## config.mk

```make
export PLATFORM = sky130hd
export DESIGN_NAME = ln_vector_serializer
export DESIGN_NICKNAME = d
export VERILOG_FILES = /design/src/rtl/transformer_pkg.sv /design/src/rtl/ln_vector_serializer_vec_fifo.sv /design/src/rtl/ln_vector_serializer.sv
export SDC_FILE = /design/constraint.sdc
export NUM_CORES = 1
export LEC_CHECK = 0
export CAP_MARGIN = 10
export CELL_PAD_IN_SITES_DETAIL_PLACEMENT = 1
export CELL_PAD_IN_SITES_GLOBAL_PLACEMENT = 2
export CORE_ASPECT_RATIO = 1.4
export CORE_MARGIN = 4
export CORE_UTILIZATION = 30
export DETAILED_ROUTE_END_ITERATION = 6
export PLACE_DENSITY_LB_ADDON = 0.1
export RECOVER_POWER = 25
export SLEW_MARGIN = 20
export SYNTH_ARGS = -nofsm -noshare
export SYNTH_HDL_FRONTEND = slang
export SYNTH_HIERARCHICAL = 1
export SYNTH_SLANG_ARGS = --single-unit
export TNS_END_PERCENT = 100
```

## constraint.sdc

```tcl
create_clock -name clk -period 9.9 [get_ports clk]
set_clock_uncertainty 0.15 [all_clocks]
set_input_delay 2.475 -clock clk [delete_from_list [all_inputs] [get_ports clk]]
set_output_delay 2.475 -clock clk [all_outputs]
set_load 0.02 [all_outputs]
```

## src/rtl/transformer_pkg.sv

```systemverilog
// Definitions shared between layer_norm and its output serializer:
// Q8.8 constants, default vector geometry and the serializer state encoding.
package transformer_pkg;

    localparam int Q_FRAC = 8;
    localparam logic signed [15:0] Q_ONE = 16'sd256;

    localparam int LN_DIM        = 4;
    localparam int LN_DATA_WIDTH = 16;

    typedef logic signed [LN_DATA_WIDTH-1:0] q8_8_t;

    typedef enum logic {
        SER_IDLE   = 1'b0,
        SER_STREAM = 1'b1
    } ser_state_t;

endpackage

```

## src/rtl/ln_vector_serializer_vec_fifo.sv

```systemverilog
// Vector-wide FIFO: DEPTH slots of WIDTH bits, registered count and non-empty flag.
// The caller decides acceptance; push/pop here are already qualified.
module vec_fifo #(
    parameter int DEPTH = 2,
    parameter int WIDTH = 64,
    localparam int PTR_W = (DEPTH > 1) ? $clog2(DEPTH) : 1,
    localparam int CNT_W = $clog2(DEPTH + 1)
) (
    input  logic             clk,
    input  logic             rst_n,
    input  logic             push,
    input  logic [WIDTH-1:0] push_data,
    input  logic             pop,
    output logic [WIDTH-1:0] rd_data,
    output logic [CNT_W-1:0] count,
    output logic             full,
    output logic             nonempty
);

    logic [WIDTH-1:0] mem [DEPTH];
    logic [PTR_W-1:0] wr_ptr;
    logic [PTR_W-1:0] rd_ptr;
    logic [CNT_W-1:0] count_d;
    logic             push_en;
    logic             pop_en;

    assign full    = (count == CNT_W'(DEPTH));
    assign pop_en  = pop & nonempty;
    // A push into a full FIFO is legal only when the head slot is leaving.
    assign push_en = push & (~full | pop_en);
    assign rd_data = mem[rd_ptr];

    always_comb begin
        count_d = count;
        case ({push_en, pop_en})
            2'b10:   count_d = count + CNT_W'(1);
            2'b01:   count_d = count - CNT_W'(1);
            default: count_d = count;
        endcase
    end

    always_ff @(posedge clk or negedge rst_n) begin
        if (!rst_n) begin
            wr_ptr   <= '0;
            rd_ptr   <= '0;
            count    <= '0;
            nonempty <= 1'b0;
        end else begin
            if (push_en) wr_ptr <= wr_ptr + PTR_W'(1);
            if (pop_en)  rd_ptr <= rd_ptr + PTR_W'(1);
            count    <= count_d;
            nonempty <= (count_d != '0);
        end
    end

    // Slot contents need no reset; they are only read behind a valid count.
    always_ff @(posedge clk) begin
        if (push_en) mem[wr_ptr] <= push_data;
    end

endmodule

```

## src/rtl/ln_vector_serializer.sv

```systemverilog
// Buffers layer_norm result vectors and streams them one element per beat,
// reporting vectors dropped because no slot was free.
module ln_vector_serializer
    import transformer_pkg::*;
#(
    parameter int DIM        = LN_DIM,
    parameter int DATA_WIDTH = LN_DATA_WIDTH,
    parameter int DEPTH      = 2,
    localparam int IDX_W     = (DIM > 1) ? $clog2(DIM) : 1,
    localparam int CNT_W     = $clog2(DEPTH + 1)
) (
    input  logic                      clk,
    input  logic                      rst_n,
    input  logic                      vec_valid,
    input  logic [DIM*DATA_WIDTH-1:0] vec_in,
    output logic                      vec_ready,
    output logic                      elem_valid,
    output logic [DATA_WIDTH-1:0]     elem_data,
    output logic [IDX_W-1:0]          elem_idx,
    output logic                      elem_last,
    input  logic                      elem_ready,
    input  logic                      clr_overflow,
    output logic                      overflow,
    output logic                      busy
);

    // Handshakes: an element beat transfers on a rising edge where
    // elem_valid & elem_ready; elem_* hold steady while elem_valid & ~elem_ready.
    // A vector is taken on vec_valid & vec_ready; vec_valid & ~vec_ready drops it.

    localparam logic [IDX_W-1:0] LAST_IDX = IDX_W'(DIM - 1);

    ser_state_t                state;
    ser_state_t                state_d;
    logic [IDX_W-1:0]          elem_cnt;
    logic [DIM*DATA_WIDTH-1:0] head_vec;
    logic [DATA_WIDTH-1:0]     head_elems [DIM];
    logic [CNT_W-1:0]          count;
    logic                      full;
    logic                      beat;
    logic                      pop_vec;
    logic                      push_vec;
    logic                      drop;

    vec_fifo #(
        .DEPTH (DEPTH),
        .WIDTH (DIM * DATA_WIDTH)
    ) u_fifo (
        .clk       (clk),
        .rst_n     (rst_n),
        .push      (push_vec),
        .push_data (vec_in),
        .pop       (pop_vec),
        .rd_data   (head_vec),
        .count     (count),
        .full      (full),
        .nonempty  (busy)
    );

    assign beat      = elem_valid & elem_ready;
    assign pop_vec   = beat & elem_last;
    assign vec_ready = ~full | pop_vec;
    assign push_vec  = vec_valid & vec_ready;
    assign drop      = vec_valid & ~vec_ready;

    always_comb begin
        for (int i = 0; i < DIM; i++) begin
            head_elems[i] = head_vec[i*DATA_WIDTH +: DATA_WIDTH];
        end
    end

    always_ff @(posedge clk or negedge rst_n) begin
        if (!rst_n) state <= SER_IDLE;
        else        state <= state_d;
    end

    always_comb begin
        state_d = state;
        case (state)
            SER_IDLE: begin
                // Leaving on the push itself makes element 0 visible right after the push edge.
                if (push_vec || busy) state_d = SER_STREAM;
            end
            SER_STREAM: begin
                if (pop_vec && (count == CNT_W'(1)) && !push_vec) state_d = SER_IDLE;
            end
            default: state_d = SER_IDLE;
        endcase
    end

    always_ff @(posedge clk or negedge rst_n) begin
        if (!rst_n) begin
            elem_cnt <= '0;
        end else if (beat) begin
            elem_cnt <= elem_last ? '0 : elem_cnt + IDX_W'(1);
        end
    end

    assign elem_valid = (state == SER_STREAM);
    assign elem_idx   = elem_cnt;
    assign elem_last  = elem_valid && (elem_cnt == LAST_IDX);
    assign elem_data  = elem_valid ? head_elems[elem_cnt] : '0;

    // A drop in the same cycle as a clear keeps the flag set.
    always_ff @(posedge clk or negedge rst_n) begin
        if (!rst_n) begin
            overflow <= 1'b0;
        end else if (drop) begin
            overflow <= 1'b1;
        end else if (clr_overflow) begin
            overflow <= 1'b0;
        end
    end

endmodule

```

---- Word level (Yosys, flattened, before mapping) ----
Memories as Yosys holds them, arrays and structs flattened.
Cells that the tools add are included.
operators by class
  add/sub/neg operators ................... 5
  order comparisons ....................... 1
  equal/unequal tests ..................... 5
  mux-type cells .......................... 13
  bitwise operators ....................... 12
  reductions and logical operators ........ 7
operators with widths
  operator                                                                number
  16-bit two-way mux                                                      3
  16-bit binary-select mux with 2-bit select                              1
  1-bit bitwise AND                                                       6
  2-bit equality test (second input constant)                             3
  1-bit two-way mux                                                       6
  2-bit by 1-bit adder with 2-bit output (second input constant)          2
  2-bit by 1-bit equality test with 1-bit output (second input constant)  2
  2-bit case mux with 2 select lines                                      1
  2-bit nonzero test                                                      2
  3-bit greater-or-equal comparator (second input constant)               1
  1-bit logical AND                                                       3
  1-bit inverter                                                          3
  2-bit inverter with 3-bit output                                        1
  1-bit adder (second input constant)                                     2
  2-bit two-way mux                                                       1
  1-bit OR                                                                2
  1-bit case mux with 2 select lines                                      1
  2-bit by 1-bit subtractor with 2-bit output (second input constant)     1
  1-bit zero test                                                         1
  1-bit logical OR                                                        1
word-level totals
  register bits ........................... 9
  memory bits (writable) .................. 128
  bits of input ports ..................... 69
  output and inout port bits .............. 23
  word-level logic and storage cells ...... 51
  memories ................................ 1
memory list
  name        depth  width  rd ports  clocked after memory_dff  wr ports  RTL line                             source
  u_fifo.mem  2      64     1         0                         1         ln_vector_serializer_vec_fifo.sv:20  logic [WIDTH-1:0] mem [DEPTH];

---- Longest topological paths before layout ----
  depth after elaboration ................. 9
  mapped depth ............................ 7
  depth with buffers taken out ............ 7

---- By module ----
The synthesis kept the hierarchy.
by module, submodules not included
  module                times used  cells each  area each (sq um)  sequential area each (sq um)
  vec_fifo              1           227         4913.5             3968.8
  ln_vector_serializer  1           60          743.2              100.1

---- Worst setup path before layout ----
OpenSTA, ideal clock, no wires.
  kind .................................... input to register
  start point ............................. in elem_ready
  end point ............................... mem u_fifo.mem[0][0] (enable)
  setup time .............................. 0.486 ns
  arrival time ............................ 5.910 ns
  data required time ...................... 9.264 ns
  slack ................................... 3.354 ns
  cell stages on the path ................. 5
  path through ............................ nand3_1 > nand2_1 > and2_1 > o21ai_4 > nor2_1
on the way
  longest elaborated chain between the ends .. 7
  elaborated cells between the ends (all ways) .. 9
  those cells by class .................... mux: 2; bitwise: 7
ends and longest elaborated chain
  what                                     RTL line                             source
  start: declaration                       ln_vector_serializer.sv:21           input logic elem_ready,
  1-bit bitwise AND                        ln_vector_serializer.sv:60           assign beat = elem_valid & elem_ready;
  1-bit bitwise AND                        ln_vector_serializer.sv:61           assign pop_vec = beat & elem_last;
  1-bit OR                                 ln_vector_serializer.sv:62           assign vec_ready = ~full | pop_vec;
  net vec_ready                            ln_vector_serializer.sv:16           output logic vec_ready,
  1-bit bitwise AND                        ln_vector_serializer.sv:63           assign push_vec = vec_valid & vec_ready;
  net push_vec                             ln_vector_serializer.sv:42           logic push_vec;
  1-bit bitwise AND                        ln_vector_serializer_vec_fifo.sv:30  assign push_en = push & (~full | pop_en);
  1-bit two-way mux                        ln_vector_serializer_vec_fifo.sv:58  if (push_en) mem[wr_ptr] <= push_data;
  1-bit two-way mux (implied by the code)  ln_vector_serializer_vec_fifo.sv:58
  end: declaration                         ln_vector_serializer_vec_fifo.sv:20
The timed path passes the listed nets, and every way through them passes these cells.

---- Final worst setup path ----
  start point ............................. in elem_ready
  end point ............................... out vec_ready
on the way
  longest elaborated chain between the ends .. 3
ends and longest elaborated chain
  what               RTL line
  1-bit bitwise AND  ln_vector_serializer.sv:60
  1-bit bitwise AND  ln_vector_serializer.sv:61
  1-bit OR           ln_vector_serializer.sv:62
  end: declaration   ln_vector_serializer.sv:16
Every way passes these cells.

==> results.cfg <==
[run_status]
status = complete, no violations

[clock_network]
cts_resized = 0
cts_root_buffer = clkbuf_16
cts_sinks = 137
cts_made_buffers = 17
clk_pin_slew_ps = 60
hold_buffers = 0
cts_max_level = 4
cts_tree = built
cts_max_path_buffers = 2
clk_latency_ps = 410
cts_setup_buffers = 0

[place]
dp_hpwl_mm = 7.18
place_ws_ps = 3340
portBuffers = 91
gp_congestion = 0.661

[worst_setup_path]
path_cells = clkdlybuf4s50_1 -> nand3_1 -> nand2_1 -> clkdlybuf4s50_1
critPathTopFamily = buffers and inverters
path_buf_inv = 2
start_kind = primary input
crit_path_end_kind = primary output
worst_ep_required_time_ps = 7280
arrival_ps = 3920
worstPathMaxFanout = 4
critPathMostFrequentCell = clkdlybuf4s50_1
critPathKind = in -> out
slowest_delay_ps = 620
cpMaxStageDelayCell = clkdlybuf4s50_1

[floorplanning]
start_util_pct = 30.5
dieWidth_um = 124
coreArea_um2 = 18500
ios = 92
die_h_um = 170
rows = 59
die-area_um2 = 21100

[yosys]
ys_ff_latch = 137
netlist.area_leader.share_pct = 67.9
synth_cells = 287
synthTopCellsByArea = edfxtp_1 (68%), mux2_1 (13%), dfrtp_1 (4.0%)
yosys.cell_types.count = 29
syn_avg_cell_area_um2 = 19.7
syn-num-nets = 357
synth_seq_area_share_pct = 71.9
synth_largest_area_cell = edfxtp_1
netlist_area_um2 = 5660
yosysWarnings = 6

[sta]
min_period_ps = 6540
setup_tns_ps = 0
slew_violations = 0
tightest_slew_ps = 1100
setup_slack_ps = 3360
finalCritPeriodShare_pct = 66.1
finalHoldViolations = 0
grt_setup_unrepaired = no
fin_hold_ws_ps = 388
fmax_mhz = 153
setup_violations = 0
max_slew_margin_pct = 26.4

[pwr]
p_leak_nw = 2.47
power_density_nw_per_um2 = 301
ir_drop_mv = 0.111

[cells_and_area]
drive_above_1_share_pct = 11.3
area_growth_syn_to_layout_pct = 30.3
antenna-diode-count = 0
fin_nets = 455

[worst_hold_path]
min_path_type = reg -> reg

[global_route]
grt_overflow = 0
grt_pass1_vias = 3325
track_usage_pct = 11.9
grt_pass1_wl_mm = 18.3
antenna_found_initial = 1
grt_max_degree = 66

[drt]
wl_per_cell_um = 18.1
drc = 0
dr.pass1.iters = 5
via_count = 2868
avgViaCountPerCell = 4.47
routed_wl_mm = 11.7
ant_nets = 0
drt_iter0_markers = 168

[job]
cap_violations = 0
## per-layer routing
| metal | GRT usage (%) | wire [µm] | share of wire, % | vias to the layer above |
|---|---|---|---|---|
| met2 | 21.0 | 6520 | 56 | 62 |
| li1 | - | - | - | 1327 |
| met4 | 4.72 | 142 | 1.2 | 2 |
| met3 | 3.79 | 560 | 4.8 | 11 |
| met1 | 13.1 | 4430 | 38 | 1466 |
| met5 | 0 | 7 | 0.060 | - |
## per-stage QoR
step           power, mW  utilization, %  instance area (µm²)  cells
5_1_grt             2.35            39.8                 7370    642
6_report            2.22            39.8                 7370    642
3_3_place_gp        1.63            36.6                 6790    610
3_5_place_dp        1.64            36.6                 6790    610
4_1_cts             2.28            39.8                 7370    642
2_1_floorplan       1.37               -                 5660    287
## synthesized netlist by cell type
cell type / count
nand2_1: 4
buf_4: 1
a21oi_1: 1
mux2_1: 64
a2111oi_0: 1
mux4_1: 8
edfxtp_1: 128
nor2b_1: 2
nand3_1: 2
nor3b_1: 1
a21bo_2: 1
inv_1: 3
mux4_2: 8
nor3_1: 3
nor2_1: 6
mux2i_1: 2
o21ai_4: 1
and2_1: 19
o21ai_0: 2
nand2b_1: 1
dfrtp_1: 9
buf_6: 6
clkbuf_1: 2
xnor2_1: 4
ha_1: 1
a21o_2: 1
buf_2: 4
o2bb2ai_1: 1
buf_12: 1
## layout make-up
cell class                 instances  area, µm²
multi-input combinational        133       1470
clock buffer                      19        433
tap                              244        305
inverter                           3       11.3
clock inverter                    13        153
sequential                       137       4070
fill                            1842      11200
timing repair buffer              93        926
## sequential cells by signal (all words and copies together) (netlist names)
register         count
u_fifo/count         2
u_fifo/mem         128
u_fifo/wr_ptr        1
u_fifo/nonempty      1
elem_idx             2
overflow             1
elem_valid           1
u_fifo/rd_ptr        1
## cells by family after synthesis
logic type | after synthesis | synth area share (%)
AOI/OAI and AO/OA | 8 | 1.19
xor gates and xnor gates | 4 | 0.619
adders and majority gates | 1 | 0.221
buffers and inverters | 17 | 2.37
DFF | 137 | 71.9
muxes | 82 | 20.0
and+or+nand+nor | 38 | 3.67
## worst paths after layout
| path | from | to | slack [ps] | cells after the start |
|---|---|---|---|---|
| setup / recovery | elem_ready | vec_ready | 3360 | 4 |
| hold / removal | overflow$_DFFE_PN0P_ | overflow$_DFFE_PN0P_ | 390 | 2 |
| setup reg to reg | elem_idx[1]$_DFFE_PN0N_ | u_fifo/mem[1][2]$_DFFE_PP_ | 5800 | 7 |
| hold reg to reg | overflow$_DFFE_PN0P_ | overflow$_DFFE_PN0P_ | 390 | 2 |
| max in group asynchronous | rst_n | u_fifo/rd_ptr$_DFFE_PN0N_ | 7000 | 1 |
| min in group asynchronous | rst_n | overflow$_DFFE_PN0P_ | 2240 | 1 |
## worst reg2reg max path, stage by stage, from the launching register on
cell,delay [ps]
dfrtp_1,1070
ha_1,370
nand3_1,150
nand2_1,200
and2_1,320
o21ai_4,140
nor2_4,730
buf_4,600
## cell usage in the layout (no fill, tap or decap), types with 2 or more instances in the layout
master | synthesis | routed
edfxtp_1 | 128 | 128
mux2_1 | 64 | 64
clkdlybuf4s50_1 | 0 | 54
dlygate4sd3_1 | 0 | 37
and2_1 | 19 | 19
clkbuf_16 | 0 | 17
mux4_2 | 8 | 8
mux4_1 | 8 | 8
dfrtp_1 | 9 | 7
nand2_1 | 4 | 4
nor2_1 | 6 | 4
xnor2_1 | 4 | 4
inv_1 | 3 | 3
nor3_1 | 3 | 3
clkinv_2 | 0 | 3
clkinvlp_4 | 0 | 3
bufinv_16 | 0 | 3
nand3_1 | 2 | 2
o21ai_0 | 2 | 2
clkbuf_1 | 2 | 2
clkinv_1 | 0 | 2
nor2b_1 | 2 | 2
mux2i_1 | 2 | 2
nor2_4 | 0 | 2
buf_4 | 1 | 2
## report_power, final
| group | switching, mW | internal (mW) |
|---|---|---|
| Combinational | 0.298 | 0.367 |
| Clock | 0.227 | 0.393 |
| Sequential | 0.136 | 0.795 |
| Total | 0.661 | 1.56 |
(Power assumes the default switching activity.)
